`src/rtl/instr_encoder_pkg.sv`:
```
// Shared definitions for the RV32 instruction encoder: format codes, the NOP word,
// FSM states and the packer result record. Width macros default here if not preset.
`ifndef INSTR_W
`define INSTR_W 32
`endif
`ifndef WORD_W
`define WORD_W 32
`endif

package instr_encoder_pkg;

    localparam logic [2:0] FMT_R = 3'd0;
    localparam logic [2:0] FMT_I = 3'd1;
    localparam logic [2:0] FMT_S = 3'd2;
    localparam logic [2:0] FMT_B = 3'd3;
    localparam logic [2:0] FMT_U = 3'd4;

    // ADDI x0, x0, 0
    localparam logic [31:0] NOP_WORD = 32'h0000_0013;

    typedef enum logic [1:0] {
        ST_IDLE  = 2'd0,
        ST_RUN   = 2'd1,
        ST_DRAIN = 2'd2,
        ST_DONE  = 2'd3
    } state_t;

    typedef struct packed {
        logic [31:0] word;
        logic        fmt_err;
        logic        range_err;
    } pack_t;

endpackage

```
`src/rtl/instr_encoder_pack.sv`:
```
// Combinational field packer: (fmt, fields) -> {word, fmt_err, range_err}.
// Immediate range checking is compiled in only when IMM_RANGE_CHECK_EN is defined.
module instr_pack
    import instr_encoder_pkg::*;
#(
    parameter int WORD_W = `WORD_W
) (
    input  logic [2:0]        fmt,
    input  logic [6:0]        opcode,
    input  logic [2:0]        funct3,
    input  logic [6:0]        funct7,
    input  logic [4:0]        rd,
    input  logic [4:0]        rs1,
    input  logic [4:0]        rs2,
    input  logic [WORD_W-1:0] imm,
    output pack_t             res
);

    logic range_err;

`ifdef IMM_RANGE_CHECK_EN
    logic signed [WORD_W-1:0] simm;

    assign simm = imm;

    always_comb begin
        range_err = 1'b0;
        case (fmt)
            FMT_I, FMT_S: range_err = (simm < -2048) || (simm > 2047);
            // branch offsets are 13-bit signed and must be halfword aligned
            FMT_B:        range_err = (simm < -4096) || (simm > 4095) || imm[0];
            FMT_U:        range_err = (imm[11:0] != 12'h000);
            default:      range_err = 1'b0;
        endcase
    end
`else
    assign range_err = 1'b0;
`endif

    always_comb begin
        res.word      = 32'h0000_0000;
        res.fmt_err   = 1'b0;
        res.range_err = range_err;
        case (fmt)
            FMT_R:   res.word = {funct7, rs2, rs1, funct3, rd, opcode};
            FMT_I:   res.word = {imm[11:0], rs1, funct3, rd, opcode};
            FMT_S:   res.word = {imm[11:5], rs2, rs1, funct3, imm[4:0], opcode};
            FMT_B:   res.word = {imm[12], imm[10:5], rs2, rs1, funct3, imm[4:1], imm[11], opcode};
            FMT_U:   res.word = {imm[31:12], rd, opcode};
            default: res.fmt_err = 1'b1;
        endcase
    end

endmodule

```
`src/rtl/instr_encoder.sv`:
```
// Streaming RV32 instruction encoder / instruction-memory loader.
// Optional macro IMM_RANGE_CHECK_EN turns out-of-range immediates into NOP + err.
module instr_encoder
    import instr_encoder_pkg::*;
#(
    parameter int INSTR_W = `INSTR_W,
    parameter int WORD_W  = `WORD_W,
    parameter int ADDR_W  = 10
) (
    input  logic               clk,
    input  logic               rst,
    input  logic               start,
    input  logic [ADDR_W-1:0]  base_addr,
    input  logic [ADDR_W:0]    count,
    input  logic               in_valid,
    output logic               in_ready,
    input  logic [2:0]         in_fmt,
    input  logic [6:0]         in_opcode,
    input  logic [2:0]         in_funct3,
    input  logic [6:0]         in_funct7,
    input  logic [4:0]         in_rd,
    input  logic [4:0]         in_rs1,
    input  logic [4:0]         in_rs2,
    input  logic [WORD_W-1:0]  in_imm,
    output logic               imem_we,
    output logic [ADDR_W-1:0]  imem_addr,
    output logic [INSTR_W-1:0] imem_wdata,
    output logic               busy,
    output logic               done,
    output logic               err,
    output logic [ADDR_W-1:0]  err_addr
);

    state_t            state;
    state_t            state_nxt;
    logic [ADDR_W:0]   remaining;
    logic [ADDR_W-1:0] addr_cnt;
    logic              start_go;
    logic              accept;
    logic              last_beat;
    logic              bad;
    pack_t             pk;

    instr_pack #(.WORD_W(WORD_W)) u_pack (
        .fmt    (in_fmt),
        .opcode (in_opcode),
        .funct3 (in_funct3),
        .funct7 (in_funct7),
        .rd     (in_rd),
        .rs1    (in_rs1),
        .rs2    (in_rs2),
        .imm    (in_imm),
        .res    (pk)
    );

    assign start_go  = (state == ST_IDLE) && start;
    assign accept    = in_valid && in_ready;
    assign last_beat = (remaining == (ADDR_W+1)'(1));
    assign bad       = pk.fmt_err | pk.range_err;

    always_ff @(posedge clk) begin
        if (rst) begin
            state <= ST_IDLE;
        end else begin
            state <= state_nxt;
        end
    end

    always_comb begin
        state_nxt = state;
        case (state)
            ST_IDLE: begin
                if (start) begin
                    state_nxt = (count != '0) ? ST_RUN : ST_DONE;
                end
            end
            ST_RUN: begin
                if (accept && last_beat) begin
                    state_nxt = ST_DRAIN;
                end
            end
            ST_DRAIN: state_nxt = ST_DONE;
            ST_DONE:  state_nxt = ST_IDLE;
            default:  state_nxt = ST_IDLE;
        endcase
    end

    always_comb begin
        in_ready = (state == ST_RUN);
        busy     = (state != ST_IDLE);
        done     = (state == ST_DONE);
    end

    // accept -> write register stage: the packed word lands on imem one cycle later
    always_ff @(posedge clk) begin
        if (rst) begin
            imem_we    <= 1'b0;
            imem_addr  <= '0;
            imem_wdata <= '0;
            err        <= 1'b0;
            err_addr   <= '0;
            addr_cnt   <= '0;
            remaining  <= '0;
        end else begin
            imem_we <= accept;
            if (start_go) begin
                addr_cnt  <= base_addr;
                remaining <= count;
                err       <= 1'b0;
            end else if (accept) begin
                imem_addr  <= addr_cnt;
                imem_wdata <= bad ? INSTR_W'(NOP_WORD) : INSTR_W'(pk.word);
                addr_cnt   <= addr_cnt + 1'b1;
                remaining  <= remaining - 1'b1;
                if (bad) begin
                    err <= 1'b1;
                    if (!err) begin
                        err_addr <= addr_cnt;
                    end
                end
            end
        end
    end

endmodule
```
`config.mk`:
```
export PLATFORM = sky130hd
export DESIGN_NAME = instr_encoder
export DESIGN_NICKNAME = d
export VERILOG_FILES = /design/src/rtl/instr_encoder_pkg.sv /design/src/rtl/instr_encoder_pack.sv /design/src/rtl/instr_encoder.sv
export SDC_FILE = /design/constraint.sdc
export NUM_CORES = 1
export LEC_CHECK = 0
export CAP_MARGIN = 20
export CORE_UTILIZATION = 46
export CTS_CLUSTER_DIAMETER = 80
export DETAILED_ROUTE_END_ITERATION = 8
export HOLD_SLACK_MARGIN = 0.15
export PLACE_DENSITY = 0.92
export SYNTH_ARGS = -nofsm -noshare
export SYNTH_HDL_FRONTEND = slang
export SYNTH_SLANG_ARGS = --single-unit
```
`constraint.sdc`:
```
create_clock -name clk -period 3.9 [get_ports clk]
set_clock_uncertainty 0.1 [all_clocks]
set_input_delay 1.17 -clock clk [delete_from_list [all_inputs] [get_ports clk]]
set_output_delay 1.17 -clock clk [all_outputs]
set_load 0.05 [all_outputs]
```
==> reports/results.ini, run 1 <==
[outcome]
outcome = complete, no violations

[cells_and_area]
drive_gt1_share_pct = 8.06
synthToLayoutAreaGrowth_pct = 51.0
final_cell_area_sq_mm = 0.00540
final_cells = 645
fin_nets = 641
n_antenna_cell = 0
nFillCells = 538

[clock_network]
hold_buffers = 0
clockBufferDepth = 2
postCtsSetupBuffers = 0
cts_tree = yes
cts_inserted_buffers = 9
cts-root-buf = clkbuf_8
clock-sinks = 77
clock_latency_ns = 0.35
htree_num_levels = 3
cts_resized = 0
path_clk_slew_ns = 0.08

[drt]
postRouteAntennaNets = 0
top_layer_used = met4
via_count = 3752
drt_wl_total_mm = 11.2
drcViolationCount = 0
viasPerCell = 5.82
first_pass_iters = 5
drtIter0Drc = 239
wl_met1_mm = 4.33
drt-wirelength-per-cell_um = 17.3
met3_wirelength_um = 925
met2_length_mm = 5.60

[timing]
setup_viol = 0
finalHoldViolations = 0
fin_ws_ns = 0.561
final_max_slew_viol_count = 0
post-route-min-period_ns = 3.34
tns_ns = 0
fmax_mhz = 299
worst_slew_pin_slew_ns = 0.824
relSlewSlack_pct = 45.0
final.period_utilization_pct = 85.6
grt_setup_unrepaired = false

[grt]
grt_pass1_wl_mm = 18.3
grt_max_degree = 44
grtUsageTotal_pct = 28.2
grt_antenna_before_repair = 0
overflow = 0
grt_pass1_vias = 3798

[floorplanning]
coreArea_sq_mm = 0.00737
pin_count = 149
initial_core_util_pct = 48.5
die_w_um = 90.1
die_area_sq_mm = 0.00812
die_h_um = 90.1
fp-row-count = 31

[job]
maxCapViolations = 0

[critical_path]
critical_path.startpoint_type = register
required_ns = 2.63
cp_data_arrival_time_ns = 2.07
worstSetupPathType = register to primary output
end_kind = primary output
crit_fanout = 7

[placed_design]
dp_slack_ns = 0.566
hpwl_mm = 8.14
gp_congestion = 0.879
place_inst = 629
post_dp_cell_area_sq_mm = 0.00513
io_buffers = 148

[synth]
synth_enable_flop_cells = 0
synth_flop_cell = dfxtp_1
ys_ff_latch = 77
synthCells = 400
ys.warnings.count = 0
synthArstFlopShare_pct = 0
ys_seq_area_share_pct = 43.2
yosysUniqueCellTypes = 46
synth_nets = 500
syn_area_per_cell_sq_um = 8.93
syn_area_sq_mm = 0.00357

[power]
p_leak_nw = 1.90
peakVddDrop_mv = 0.381
p_total_w = 0.00303
powerDensity_mw_per_mm2 = 561

[worst_hold_path]
hold_path.class = register to register

cells in the mapped netlist, types with 4 or more instances:
cell type  count  share of area (%)
dfxtp_1       77                 43
a221oi_1       8                2.0
mux2_2         6                1.9
clkbuf_1      19                2.0
a32o_1         6                1.7
o22ai_1        6                1.1
mux2i_1       13                3.6
nor3_1        16                2.2
nand2_1       33                3.5
a211oi_1      16                3.4
o21ai_0       13                1.8
inv_1          9               0.95
nor2_1        51                5.4
nor2b_1        4               0.70
xnor2_1       12                2.9
buf_2          5               0.70
ha_1           8                2.8
a32oi_1        4               0.98
a2bb2oi_1      4               0.98
a21oi_1       24                3.4
a22oi_1       20                4.2
xor2_1         6                1.5
final timing paths:
path | cells past startpoint | start | slack (ns) | end
max | 3 | state[1] | 0.56 | in_ready
min reg2reg | 2 | imem_addr[7] | 0.36 | imem_addr[7]
max reg2reg | 6 | state[1] | 1.56 | imem_wdata[12]
min | 2 | imem_addr[7] | 0.36 | imem_addr[7]
area by class of cell:
class / count / area (sq um) / area share [%]
clock inverters: 7 / 138 / 2.55
flip-flops and latches: 77 / 1540 / 28.6
well taps: 99 / 124 / 2.30
clock buffers: 9 / 124 / 2.30
inverters: 9 / 33.8 / 0.626
repair buffers: 157 / 1540 / 28.6
multi-input cells: 287 / 1890 / 35.0
logic make-up after synthesis:
kind of cell / Yosys count / synth area share, %
buf+inv: 36 / 4.17
flops: 77 / 43.2
fa+ha+maj: 8 / 2.80
mux: 19 / 5.53
simple gates: 129 / 17.2
xor+xnor: 18 / 4.41
compound gates: 113 / 22.7
sequential cells by signal, indices dropped and copies added, names as in the netlist:
name / count
remaining: 11
err: 1
err_addr: 10
state: 2
imem_we: 1
imem_wdata: 32
imem_addr: 10
addr_cnt: 10
layout by cell type (no fill, tap or decap), drive strengths merged, types with 13 or more instances in the layout:
cell,Yosys,final
a211oi,16,16
a21oi,24,24
a22oi,20,20
clkdlybuf4s50,0,147
dfxtp,77,77
mux2i,13,13
nand2,33,33
nor2,51,51
nor3,16,16
o21ai,14,14
power by group:
part | internal, W | switching (W)
registers | 0.000923 | 0.000135
clock network | 0.000488 | 0.000298
logic | 0.000467 | 0.000717
routing by layer:
| layer | GRT usage, % | up-vias |
|---|---|---|
| met4 | 11.7 | 0 |
| met3 | 8.97 | 31 |
| met5 | 0 | - |
| met2 | 48.5 | 196 |
| li1 | - | 1747 |
| met1 | 32.0 | 1778 |
critical path, stage by stage, from the launching register on:
cell	delay, ns
dfxtp_1	0.35
inv_1	0.11
ha_1	0.38
clkdlybuf4s50_1	0.88
per-stage QoR:
stage	hold slack, ns	utilization (%)
floorplan	0.353	-
global placement	0.345	69.7
detailed placement	0.349	69.7
CTS	0.360	73.2
global route	0.386	73.2
finish	0.361	73.2
(Power assumes the default switching activity.)
==> run 2: changes to the inputs <==
--- a/config.mk
+++ b/config.mk
@@ -6,6 +6,7 @@
 export NUM_CORES = 1
 export LEC_CHECK = 0
 export CAP_MARGIN = 20
+export CORE_MARGIN = 3
 export CORE_UTILIZATION = 46
 export CTS_CLUSTER_DIAMETER = 80
 export DETAILED_ROUTE_END_ITERATION = 8
@@ -14,3 +15,4 @@
 export SYNTH_ARGS = -nofsm -noshare
 export SYNTH_HDL_FRONTEND = slang
 export SYNTH_SLANG_ARGS = --single-unit
+export TNS_END_PERCENT = 10
==> run 2 against run 1 <==
  * Die area rose by 9.1%
  * Cell area fell by 2.1%
  * Register-to-register slack improved by 0.05 ns
  * Core utilization fell by 1.9 points
  * Sequential share of layout area rose by 0.62 points
  * Non-clock buffer count did not move
  * Combinational power barely moved
  * Global-route usage fell by 2.7 points
==> reports/results.ini, run 2 (synthesis results as in run 1) <==
[outcome]
outcome = complete, no violations  ; unchanged

[worst_hold_path]
worstHoldStart = imem_addr[2]  ; was imem_addr[7]
hold_path.class = register to register  ; unchanged

[cells_and_area]
final_common_cell = clkdlybuf4s50_1  ; unchanged
nFillCells = 577  ; was 538
fin_util_pct = 71.3  ; was 73.2%
drive_gt1_share_pct = 7.17  ; was 8.06%
largest_register = imem_wdata  ; unchanged
fin_nets = 641  ; unchanged
n_antenna_cell = 0  ; unchanged
largest_reg_flops = 32  ; unchanged
synthToLayoutAreaGrowth_pct = 47.8  ; was 51.0%
final_cell_mix = clkdlybuf4s50_1 (147), dfxtp_1 (77), nor2_1 (50)  ; unchanged
largestRegisters = imem_wdata (32), remaining (11)  ; unchanged
final_cells = 643  ; was 645

[timing]
final_max_slew_viol_count = 0  ; unchanged
final.period_utilization_pct = 84.4  ; was 85.6%
tns_ns = 0  ; unchanged
setup_viol = 0  ; unchanged
post-route-min-period_ns = 3.29  ; was 3.34 ns
fin_ws_ns = 0.608  ; was 0.561 ns
finalHoldViolations = 0  ; unchanged
relSlewSlack_pct = 57.8  ; was 45.0%
grt_setup_unrepaired = false  ; unchanged
worst_slew_pin_slew_ns = 0.632  ; was 0.824 ns
fmax_mhz = 304  ; was 299 MHz

[critical_path]
end_kind = primary output  ; unchanged
path_cells = inv_1, ha_1, clkdlybuf4s50_1  ; unchanged
rr_startpoint = state[1]  ; unchanged
worstSetupPathType = register to primary output  ; unchanged
required_ns = 2.63  ; about the same
critPathMaxStageDelay_ns = 0.87  ; was 0.88 ns
crit_fanout = 7  ; unchanged
critical_path.startpoint_type = register  ; unchanged
crit_start = state[1]  ; unchanged
cp_data_arrival_time_ns = 2.02  ; was 2.07 ns
slowest_stage = clkdlybuf4s50_1  ; unchanged

[power]
powerDensity_mw_per_mm2 = 516  ; was 561 mW/mm^2
peakVddDrop_mv = 0.282  ; was 0.381 mV
p_sw_share_pct = 40.8  ; was 38.0%
power.share.clock_pct = 18.1  ; was 25.9%
p_seq_share_pct = 38.7  ; was 34.9%
power.internal_w = 0.00161  ; was 0.00188 W
p_total_w = 0.00272  ; was 0.00303 W
p_comb_share_pct = 43.2  ; was 39.1%
p_leak_nw = 1.84  ; was 1.90 nW
p_sw_w = 0.00111  ; was 0.00115 W

[floorplanning]
pin_count = 149  ; unchanged
die_h_um = 94.1  ; was 90.1 um
coreArea_sq_mm = 0.00741  ; was 0.00737 sq mm
fp-row-count = 31  ; unchanged
die_area_sq_mm = 0.00886  ; was 0.00812 sq mm
die_w_um = 94.1  ; was 90.1 um
initial_core_util_pct = 48.2  ; was 48.5%

[clock_network]
hold_buffers = 0  ; unchanged
clockBufferDepth = 2  ; unchanged
cts_resized = 0  ; unchanged
cts_tree = yes  ; unchanged
cts_inserted_buffers = 9  ; unchanged
clock_latency_ns = 0.34  ; was 0.35 ns
clock-sinks = 77  ; unchanged
path_clk_slew_ns = 0.07  ; was 0.08 ns
htree_num_levels = 3  ; unchanged
postCtsSetupBuffers = 0  ; unchanged
cts-root-buf = clkbuf_8  ; unchanged

[drt]
drcViolationCount = 0  ; unchanged
viasPerCell = 5.78  ; was 5.82
drtIter0Drc = 179  ; was 239
postRouteAntennaNets = 0  ; unchanged
drt-wirelength-per-cell_um = 17.6  ; was 17.3 um
first_pass_iters = 5  ; unchanged
drt_wl_total_mm = 11.3  ; was 11.2 mm
via_count = 3715  ; was 3752

[grt]
grt_antenna_before_repair = 0  ; unchanged
overflow = 0  ; unchanged
grt_pass1_wl_mm = 17.8  ; was 18.3 mm
grtUsageTotal_pct = 25.5  ; was 28.2%
grt_pass1_vias = 3796  ; was 3798
grt_max_degree = 58  ; was 44

[placed_design]
place_inst = 629  ; unchanged
hpwl_mm = 8.40  ; was 8.14 mm
dp_slack_ns = 0.595  ; was 0.566 ns
gp_congestion = 0.850  ; was 0.879
io_buffers = 148  ; unchanged

[job]
maxCapViolations = 0  ; unchanged

run 2: cell count changes in the layout (fill, tap and decap cells not counted), sizes merged:
cell | before | now
bufinv | 4 | 0
clkbuf | 9 | 12
clkinv | 2 | 1
run 2: worst paths after layout:
kind                            slack (ns)             end  depth (start not counted)
worst max-delay path                  0.61        in_ready                          3
worst min-delay path                  0.36    imem_addr[2]                          2
worst max register to register        1.61  imem_wdata[17]                          7
worst min register to register        0.36    imem_addr[2]                          2
run 2: metrics by stage:
step	hold slack, ns	area (sq um)
2_1_floorplan	0.353	3570
5_1_grt	0.386	5280
3_5_place_dp	0.347	5130
3_3_place_gp	0.344	5130
4_1_cts	0.358	5280
6_report	0.358	5280
run 2: power by group through the flow:
stage | combinational, W | clock, W | sequential (W)
6_report | 0.00118 | 0.000494 | 0.00105
5_1_grt | 0.00126 | 0.000532 | 0.00107
4_1_cts | 0.00118 | 0.000505 | 0.00105
3_5_place_dp | 0.00117 | 0 | 0.00107
3_3_place_gp | 0.00114 | 0 | 0.00106
2_1_floorplan | 0.000619 | 0 | 0.00123
run 2: cell type report:
| cell class | instances | area, sq um | area share (%) |
|---|---|---|---|
| timing repair buffer | 157 | 1540 | 29.2 |
| clock inverter | 2 | 12.5 | 0.237 |
| multi-input combinational | 287 | 1890 | 35.8 |
| tap | 99 | 124 | 2.35 |
| sequential | 77 | 1540 | 29.2 |
| inverter | 9 | 33.8 | 0.640 |
| clock buffer | 12 | 135 | 2.56 |
run 2: critical path: cells and delay by family, from the launching register on:
| family | cells | cell delay (ns) |
|---|---|---|
| fa+ha+maj | 1 | 0.37 |
| flops | 1 | 0.34 |
| buf+inv | 2 | 0.97 |
run 2: metal layers:
metal	part of all wire (%)	vias to the layer above	track usage, %
li1	-	1746	-
met1	38	1752	27.5
met2	50	189	45.6
met3	8.7	28	7.85
met4	2.8	0	10.8
met5	0	-	0
